===== src/rtl/accel_pkg.sv =====
// Shared types for the GEMM job scheduler: job descriptor layout and FSM states.
package accel_pkg;

  localparam int unsigned JOB_W = 194;

  typedef struct packed {
    logic [31:0] addr_a;
    logic [31:0] addr_b;
    logic [31:0] addr_c;
    logic [31:0] m;
    logic [31:0] k;
    logic [31:0] n;
    logic        a_in_mode;
    logic        b_in_mode;
  } job_t;

  typedef enum logic [2:0] {
    IDLE,
    LAUNCH,
    RUN,
    COMPLETE,
    ABORT
  } state_t;

endpackage


===== src/rtl/job_fifo.sv =====
// Job descriptor FIFO: combinational head, occupancy count and a registered full flag.
module job_fifo #(
  parameter int unsigned WIDTH = 8,
  parameter int unsigned DEPTH = 4
) (
  input  logic                   clk,
  input  logic                   rst,
  input  logic                   push_i,
  input  logic [WIDTH-1:0]       push_data_i,
  input  logic                   pop_i,
  output logic [WIDTH-1:0]       head_o,
  output logic [$clog2(DEPTH):0] count_o,
  output logic                   full_o
);

  localparam int unsigned AW = $clog2(DEPTH);
  localparam logic [AW:0] FULL_CNT = (AW+1)'(DEPTH);

  logic [WIDTH-1:0] mem_q [DEPTH];
  logic [AW-1:0]    wr_ptr_q;
  logic [AW-1:0]    rd_ptr_q;
  logic [AW:0]      count_q;
  logic [AW:0]      count_d;
  logic             full_q;

  always_comb begin
    count_d = count_q;
    if (push_i && !pop_i) begin
      count_d = count_q + 1'b1;
    end else if (pop_i && !push_i) begin
      count_d = count_q - 1'b1;
    end
  end

  always_ff @(posedge clk or posedge rst) begin
    if (rst) begin
      wr_ptr_q <= '0;
      rd_ptr_q <= '0;
      count_q  <= '0;
      full_q   <= 1'b0;
    end else begin
      if (push_i) wr_ptr_q <= wr_ptr_q + 1'b1;
      if (pop_i)  rd_ptr_q <= rd_ptr_q + 1'b1;
      count_q <= count_d;
      full_q  <= (count_d == FULL_CNT);
    end
  end

  // Storage needs no reset: occupancy is tracked by the pointers and count.
  always_ff @(posedge clk) begin
    if (push_i) mem_q[wr_ptr_q] <= push_data_i;
  end

  assign head_o  = mem_q[rd_ptr_q];
  assign count_o = count_q;
  assign full_o  = full_q;

endmodule


===== src/rtl/accel_job_scheduler.sv =====
// Launches queued GEMM jobs one at a time, guards each with a watchdog and
// reports completion/errors through sticky status bits and a level interrupt.
module accel_job_scheduler
  import accel_pkg::*;
#(
  parameter int unsigned JOB_DEPTH      = 4,
  parameter int unsigned TIMEOUT_CYCLES = 1048576,
  parameter int unsigned ABORT_CYCLES   = 4
) (
  input  logic             clk,
  input  logic             rst,
  input  logic             job_valid,
  output logic             job_ready,
  input  logic [JOB_W-1:0] job_cfg,
  output logic [JOB_W-1:0] cfg_out,
  output logic             acc_start,
  input  logic             acc_done,
  output logic             acc_abort,
  output logic             busy,
  output logic [15:0]      jobs_done,
  output logic             err_timeout,
  output logic             err_zero,
  input  logic             err_clr,
  output logic             irq,
  input  logic             irq_clr
);

  localparam int unsigned CW = $clog2(JOB_DEPTH) + 1;

  logic [CW-1:0]    count;
  logic [JOB_W-1:0] head;
  logic             full;
  logic             push;
  logic             pop;
  logic             have_job;
  logic             zero_dim;
  job_t             head_job;

  state_t      state_q;
  job_t        cfg_q;
  logic [31:0] wd_q;
  logic        start_q;
  logic        abort_q;
  logic [15:0] jobs_done_q;
  logic        irq_q;
  logic        err_timeout_q;
  logic        err_zero_q;
  logic        irq_set_d;
  logic        timeout_set_d;
  logic        zero_set_d;

  assign push = job_valid & ~full;

  job_fifo #(
    .WIDTH (JOB_W),
    .DEPTH (JOB_DEPTH)
  ) u_fifo (
    .clk         (clk),
    .rst         (rst),
    .push_i      (push),
    .push_data_i (job_cfg),
    .pop_i       (pop),
    .head_o      (head),
    .count_o     (count),
    .full_o      (full)
  );

  assign head_job = job_t'(head);
  assign have_job = (count != '0);
  assign zero_dim = (head_job.m == '0) || (head_job.k == '0) || (head_job.n == '0);

  always_comb begin
    pop           = 1'b0;
    irq_set_d     = 1'b0;
    timeout_set_d = 1'b0;
    zero_set_d    = 1'b0;
    unique case (state_q)
      IDLE: begin
        if (have_job && zero_dim) begin
          pop        = 1'b1;
          zero_set_d = 1'b1;
          irq_set_d  = 1'b1;
        end
      end
      RUN: begin
        if (!acc_done && (wd_q == 32'(TIMEOUT_CYCLES - 1))) begin
          timeout_set_d = 1'b1;
          irq_set_d     = 1'b1;
        end
      end
      COMPLETE: begin
        pop       = 1'b1;
        irq_set_d = 1'b1;
      end
      ABORT: begin
        if (wd_q == 32'(ABORT_CYCLES - 1)) pop = 1'b1;
      end
      default: ;
    endcase
  end

  // The watchdog register doubles as the abort-pulse length counter.
  always_ff @(posedge clk or posedge rst) begin
    if (rst) begin
      state_q       <= IDLE;
      cfg_q         <= '0;
      wd_q          <= '0;
      start_q       <= 1'b0;
      abort_q       <= 1'b0;
      jobs_done_q   <= '0;
      irq_q         <= 1'b0;
      err_timeout_q <= 1'b0;
      err_zero_q    <= 1'b0;
    end else begin
      start_q <= 1'b0;
      unique case (state_q)
        IDLE: begin
          if (have_job && !zero_dim) begin
            cfg_q   <= head_job;
            start_q <= 1'b1;
            state_q <= LAUNCH;
          end
        end
        LAUNCH: begin
          wd_q    <= '0;
          state_q <= RUN;
        end
        RUN: begin
          if (acc_done) begin
            state_q <= COMPLETE;
          end else if (timeout_set_d) begin
            wd_q    <= '0;
            abort_q <= 1'b1;
            state_q <= ABORT;
          end else begin
            wd_q <= wd_q + 32'd1;
          end
        end
        COMPLETE: begin
          jobs_done_q <= jobs_done_q + 16'd1;
          state_q     <= IDLE;
        end
        ABORT: begin
          if (pop) begin
            abort_q <= 1'b0;
            state_q <= IDLE;
          end else begin
            wd_q <= wd_q + 32'd1;
          end
        end
        default: state_q <= IDLE;
      endcase
      irq_q         <= irq_set_d | (irq_q & ~irq_clr);
      err_timeout_q <= timeout_set_d | (err_timeout_q & ~err_clr);
      err_zero_q    <= zero_set_d | (err_zero_q & ~err_clr);
    end
  end

  assign job_ready   = ~full;
  assign cfg_out     = cfg_q;
  assign acc_start   = start_q;
  assign acc_abort   = abort_q;
  assign busy        = (state_q != IDLE) || have_job;
  assign jobs_done   = jobs_done_q;
  assign err_timeout = err_timeout_q;
  assign err_zero    = err_zero_q;
  assign irq         = irq_q;

endmodule


===== config.mk =====
export PLATFORM = sky130hd
export DESIGN_NAME = accel_job_scheduler
export DESIGN_NICKNAME = d
export VERILOG_FILES = /design/src/rtl/accel_pkg.sv /design/src/rtl/job_fifo.sv /design/src/rtl/accel_job_scheduler.sv
export SDC_FILE = /design/constraint.sdc
export NUM_CORES = 1
export LEC_CHECK = 0
export ABC_CLOCK_PERIOD_IN_PS = 12400
export CAP_MARGIN = 5
export CELL_PAD_IN_SITES_DETAIL_PLACEMENT = 2
export CELL_PAD_IN_SITES_GLOBAL_PLACEMENT = 2
export CORE_MARGIN = 3
export CORE_UTILIZATION = 40
export DETAILED_ROUTE_END_ITERATION = 12
export PLACE_DENSITY = 0.83
export SLEW_MARGIN = 20
export SYNTH_ARGS = -nofsm -noshare
export SYNTH_HDL_FRONTEND = slang
export SYNTH_SLANG_ARGS = --single-unit

===== constraint.sdc =====
create_clock -name clk -period 12.4 [get_ports clk]
set_clock_uncertainty 0.2 [all_clocks]
set_input_delay 3.72 -clock clk [delete_from_list [all_inputs] [get_ports clk]]
set_output_delay 3.72 -clock clk [all_outputs]
set_load 0.02 [all_outputs]

==> results.yml, run 1 <==
run_status:
  status: "finished, final reports clean"
yosys:
  synthCells: 1809
  post_synthesis_cell_area_um2: 39200
  synth_warnings: 0
  synth_ff_type: "edfxtp_1"
  synth_nets: 2018
  synthArstFlopShare_pct: 25.0
  post_synth_num_cell_types: 43
  synth-seq-area-share_pct: 75.9
  syn-mean-instance-area_um2: 21.7
  yosys_register_bits: 1034
  synth_edf_count: 776
place:
  placedInstanceArea_um2: 44700
  placement.setup.worst_slack_ns: 5.07
  dp_hpwl_mm: 68.6
  numPortBuffers: 416
  gp_routability_congestion: 0.766
final_layout:
  final_cell_mix: "776 x edfxtp_1, 416 x clkdlybuf4s50_1, 256 x dfrtp_1, 194 x mux4_2, 150 x mux2_4"
  layout_commonest_cell: "edfxtp_1"
  finish.utilization_pct: 50.0
  num-fill-cells: 8456
  area.growth.synth_to_final_pct: 23.8
  drive_above_1_share_pct: 25.1
  layout.cell_area.non_filler_um2: 48500
  layout.nets: 2497
clock_network:
  cts_made_buffers: 109
  cts-resized-gates: 0
  post-cts-setup-buffer-count: 0
  cts-hold-fix-buffers: 0
  skew_pair_late_insertion_delay_ns: 0.72
  tritoncts: "done"
  cts_htree_levels: 3
  cts.sink_count: 1034
  cts_root_buf: "clkbuf_16"
  cts.path.max_buffers: 3
  cts.clk_slew.worst_paths_ns: 0.06
global_route:
  first_global_vias: 22808
  antenna_found_initial: 23
  grt_start_max_net_pins: 99
  leftover_overflow_at_the_end_of_global_routing: 0
  global_route_wire_length_before_repair_mm: 164
  global_route.usage.total_pct: 21.7
route:
  routed_wl_mm: 110
  route.detailed.drc: 0
  dr_total_vias: 19761
  first_iter_violations: 1448
  viasPerCell: 5.37
  antenna_violating_nets_post_route: 0
  routed_wire_length_per_instance_um: 29.9
  drtPass1Iterations: 5
setup_path:
  cp_slowest_cell: "buf_4"
  worstSetupEndpointType: "flop"
  crit_arrival_ns: 6.71
  path_cells: "clkdlybuf4s50_1, nor2b_1, buf_4, and2_4, buf_4, buf_4"
  timing.setup.critical_path_class: "in2reg"
  req_time_crit_path_ns: 12.52
  stage_delay_of_the_slowest_cell_on_the_critical_path_ns: 0.88
  timing.critical_path.from_type: "input pin"
  worst-path-max-fanout: 65
  crit_top_cell: "buf_4"
floorplan:
  num_rows: 114
  core-area_um2: 97000
  die-height_um: 319
  floorplan.io_pins: 417
  die-width_um: 319
  start_util_pct: 40.4
  area_of_the_die_um2: 102000
sta:
  rsz0062_at_grt: "no"
  final-hold-violation-count: 0
  least_setup_slack_across_all_paths_after_layout_ns: 5.81
  setup-tns-final_ns: 0
  worst_slew_margin_rel_pct: 25.6
  period_needed_ns: 6.59
  fin_hold_ws_ns: 0.294
  final-setup-viol-count: 0
  timing_worst_slew_pin_value_ns: 1.12
  drv_slew: 0
  layout_worst_path_cycle_share_pct: 53.1
  max_freq_mhz: 152
power:
  power_per_cell_area_nw_per_um2: 271
  ir_worst_vdd_mv: 0.178
  cellLeakagePower_nw: 17.0
job:
  drv_cap: 0
worst_hold_path:
  min_path_type: "reg2reg"
[final cells by class]
| class | count | area (um2) | area share [%] |
|---|---|---|---|
| sequential | 1034 | 29800 | 61.3 |
| clock buffer | 144 | 3010 | 6.20 |
| timing repair buffer | 443 | 4380 | 9.03 |
| tap | 1276 | 1600 | 3.29 |
| antenna | 18 | 45.0 | 0.0928 |
| multi-input combinational | 686 | 8940 | 18.4 |
| inverter | 14 | 60.1 | 0.124 |
| clock inverter | 63 | 744 | 1.53 |
[registers in the layout, indices dropped and copies added (netlist names), 2 cells and up]
register         flops
wd_q                32
u_fifo.rd_ptr_q      2
u_fifo.mem_q       776
jobs_done           16
state_q              3
u_fifo.wr_ptr_q      2
cfg_out            194
u_fifo.count_o       3
[cells by family (layout without fill, tap and decap cells)]
kind of cell	after synthesis	after routing	share of synthesized area [%]
adders and majority gates	9	9	0.287
buffers and inverters	89	664	1.31
other	0	18	0
DFF	1034	1034	75.9
xor gates and xnor gates	49	49	1.09
AOI/OAI and AO/OA	29	29	0.472
muxes	391	391	18.2
and+or+nand+nor	208	208	2.68
[final timing paths]
kind | startpoint | end | slack [ns] | cells after the start
max | job_valid | u_fifo.mem_q[1][172] | 5.81 | 6
min | jobs_done[15] | jobs_done[15] | 0.29 | 1
max reg2reg | u_fifo.rd_ptr_q[1] | cfg_out[11] | 6.09 | 10
min reg2reg | jobs_done[15] | jobs_done[15] | 0.29 | 1
max in group asynchronous | rst | cfg_out[38] | 7.04 | 3
min in group asynchronous | rst | cfg_out[136] | 3.41 | 2
[worst max-delay path: cells and delay by family]
family / cells / cell delay (ns)
buffers and inverters: 4 / 2.40
AND/OR/NAND/NOR: 2 / 0.44
[power breakdown]
group          internal, mW  switching (mW)  leakage [nW]
Sequential             4.69           0.490          10.2
Combinational          2.27            2.32          4.96
Clock                  1.96            1.43          1.85
Total                  8.91            4.24          17.0
[per-layer routing]
| metal | vias to the layer above | wire, um | part of all wire, % | GRT usage, % |
|---|---|---|---|---|
| li1 | 8229 | - | - | - |
| met1 | 10717 | 42500 | 39 | 26.4 |
| met2 | 650 | 57900 | 53 | 38.5 |
| met3 | 155 | 6810 | 6.2 | 5.52 |
| met4 | 10 | 2760 | 2.5 | 6.22 |
| met5 | - | 75 | 0.068 | 0 |
[Yosys cell counts (2+ instances only)]
library cell / number / area, um2
a22o_1: 2 / 17.5
a21oi_1: 6 / 30.0
nor2b_1: 7 / 43.8
xnor2_1: 31 / 272
mux2_2: 46 / 518
nor3b_1: 3 / 22.5
inv_1: 14 / 52.6
nand2b_1: 3 / 18.8
nand3_1: 24 / 120
ha_1: 9 / 113
nor4_1: 31 / 194
nor2_1: 62 / 233
o31ai_1: 2 / 15.0
mux4_2: 194 / 4370
xor2_1: 18 / 158
and2_1: 8 / 50.1
o21ai_0: 8 / 40.0
nand4_1: 16 / 100
nor3_1: 11 / 55.1
clkbuf_1: 34 / 128
mux2_4: 150 / 2250
nand2_1: 27 / 101
edfxtp_1: 776 / 23300
and4_1: 3 / 26.3
or3_1: 5 / 31.3
buf_6: 20 / 225
a21o_1: 4 / 30.0
dfrtp_1: 258 / 6460
buf_2: 19 / 95.1
and3_1: 5 / 31.3
[per-stage QoR]
| step | std cells | total power, mW |
|---|---|---|
| 2_1_floorplan | 1809 | 8.15 |
| 3_3_place_gp | 3453 | 9.53 |
| 3_5_place_dp | 3453 | 9.83 |
| 4_1_cts | 3660 | 13.3 |
| 5_1_grt | 3670 | 13.7 |
| 6_report | 3678 | 13.2 |
No activity file was read; power rests on OpenSTA's default activity.
==> run 2, diff against run 1 <==
--- a/config.mk
+++ b/config.mk
@@ -5,7 +5,7 @@
 export SDC_FILE = /design/constraint.sdc
 export NUM_CORES = 1
 export LEC_CHECK = 0
-export ABC_CLOCK_PERIOD_IN_PS = 12400
+export ABC_CLOCK_PERIOD_IN_PS = 6800
 export CAP_MARGIN = 5
 export CELL_PAD_IN_SITES_DETAIL_PLACEMENT = 2
 export CELL_PAD_IN_SITES_GLOBAL_PLACEMENT = 2
==> constraint.sdc (replaced) <==
create_clock -name clk -period 6.8 [get_ports clk]
set_clock_uncertainty 0.2 [all_clocks]
set_input_delay 2.04 -clock clk [delete_from_list [all_inputs] [get_ports clk]]
set_output_delay 2.04 -clock clk [all_outputs]
set_load 0.02 [all_outputs]
==> results.yml, run 2 (synthesis gave the netlist of run 1 again) <==
run_status:
  status: "finished, final reports clean"
sta:
  setup-tns-final_ns: 0
  period_needed_ns: 5.30
  final-hold-violation-count: 0
  rsz0062_at_grt: "no"
  timing_worst_slew_pin_value_ns: 1.17
  max_freq_mhz: 189
  least_setup_slack_across_all_paths_after_layout_ns: 1.50
  drv_slew: 0
  layout_worst_path_cycle_share_pct: 78.0
  worst_slew_margin_rel_pct: 22.0
  final-setup-viol-count: 0
  fin_hold_ws_ns: 0.277
final_layout:
  registers.top_by_ff_count: "u_fifo.mem_q"
  area.growth.synth_to_final_pct: 23.8
  largest_register_ff_count: 776
  layout_commonest_cell: "edfxtp_1"
  drive_above_1_share_pct: 25.3
  final_cell_mix: "776 x edfxtp_1, 416 x clkdlybuf4s50_1, 256 x dfrtp_1, 194 x mux4_2, 150 x mux2_4"
  layout.nets: 2504
clock_network:
  cts.path.max_buffers: 3
  cts.clk_slew.worst_paths_ns: 0.06
  cts_htree_levels: 3
  post-cts-setup-buffer-count: 0
  cts-resized-gates: 0
  skew_pair_late_insertion_delay_ns: 0.68
  cts-hold-fix-buffers: 0
  cts.sink_count: 1034
  tritoncts: "done"
  cts_root_buf: "clkbuf_16"
  cts_made_buffers: 109
route:
  viasPerCell: 5.31
  antenna_violating_nets_post_route: 0
  drtPass1Iterations: 5
  dr_total_vias: 19541
  route.detailed.drc: 0
  first_iter_violations: 1444
  routed_wl_mm: 108
  routed_wire_length_per_instance_um: 29.3
floorplan:
  die-width_um: 319
  start_util_pct: 40.4
  num_rows: 114
  floorplan.io_pins: 417
  die-height_um: 319
  core-area_um2: 97000
  area_of_the_die_um2: 102000
place:
  gp_routability_congestion: 0.773
  numPortBuffers: 416
  dp_hpwl_mm: 69.2
  placement.setup.worst_slack_ns: 1.58
power:
  power_per_cell_area_nw_per_um2: 487
  cellLeakagePower_nw: 17.0
  ir_worst_vdd_mv: 0.382
global_route:
  grt_start_max_net_pins: 110
  global_route.usage.total_pct: 21.3
  leftover_overflow_at_the_end_of_global_routing: 0
  antenna_found_initial: 23
  global_route_wire_length_before_repair_mm: 161
  first_global_vias: 22557
setup_path:
  timing.critical_path.from_type: "flop"
  timing.setup.critical_path_class: "reg2reg"
  crit_arrival_ns: 5.65
  worstSetupEndpointType: "flop"
  req_time_crit_path_ns: 7.14
  worst-path-max-fanout: 109
job:
  drv_cap: 0
worst_hold_path:
  min_path_type: "reg2reg"
[run 2: cell types whose count changed in the layout (fill, tap and decap cells not counted), sizes merged]
cell / change
clkbuf: +2
buf: +7
inv: +2
clkinvlp: +9
diode: -5
clkinv: -7
bufinv: -6
[run 2: critical path: stages, from the launching register on]
cell and delay [ns]:
dfrtp_4 0.82, buf_4 0.40, mux4_2 0.60, nor4_1 0.53, nand4_1 0.23, nor2_1 0.49, nor3_1 0.22, and2_4 0.38
buf_12 0.32, mux2_4 0.54
[run 2: worst paths after layout]
kind	end	depth (start not counted)	slack, ns	start
setup / recovery	cfg_out[95]	9	1.50	u_fifo.rd_ptr_q[0]
hold / removal	jobs_done[15]	1	0.28	jobs_done[15]
setup reg to reg	cfg_out[95]	9	1.50	u_fifo.rd_ptr_q[0]
hold reg to reg	jobs_done[15]	1	0.28	jobs_done[15]
max in group asynchronous	acc_start	3	3.78	rst
min in group asynchronous	cfg_out[20]	2	1.51	rst
[run 2: cell type report]
cell class | count | area, um2
fill | 8454 | 48500
sequential | 1034 | 29800
multi-input combinational | 686 | 8940
timing repair buffer | 450 | 4630
clock buffer | 146 | 3030
tap | 1276 | 1600
clock inverter | 61 | 490
inverter | 14 | 56.3
antenna | 13 | 32.5
[run 2: where the power goes]
group          switching (mW)  internal, mW
Sequential              0.914          8.52
Combinational            4.15          4.23
Clock                    2.52          3.33
[run 2: layer usage]
metal | vias up | routed length, um | GRT usage [%]
li1 | 8268 | - | -
met1 | 10500 | 41500 | 25.8
met2 | 581 | 56600 | 37.9
met3 | 178 | 6840 | 5.54
met4 | 14 | 2710 | 5.98
met5 | - | 86 | 0
[run 2: metrics by stage]
| stage | instance area, um2 | std cells | utilization, % | total power [mW] |
|---|---|---|---|---|
| after floorplan | 39200 | 1809 | - | 14.7 |
| after global placement | 45000 | 3460 | 46.4 | 17.5 |
| after detailed placement | 45000 | 3460 | 46.4 | 18.0 |
| after CTS | 48500 | 3667 | 50.0 | 24.0 |
| after global routing | 48500 | 3675 | 50.0 | 24.7 |
| final | 48500 | 3680 | 50.0 | 23.7 |
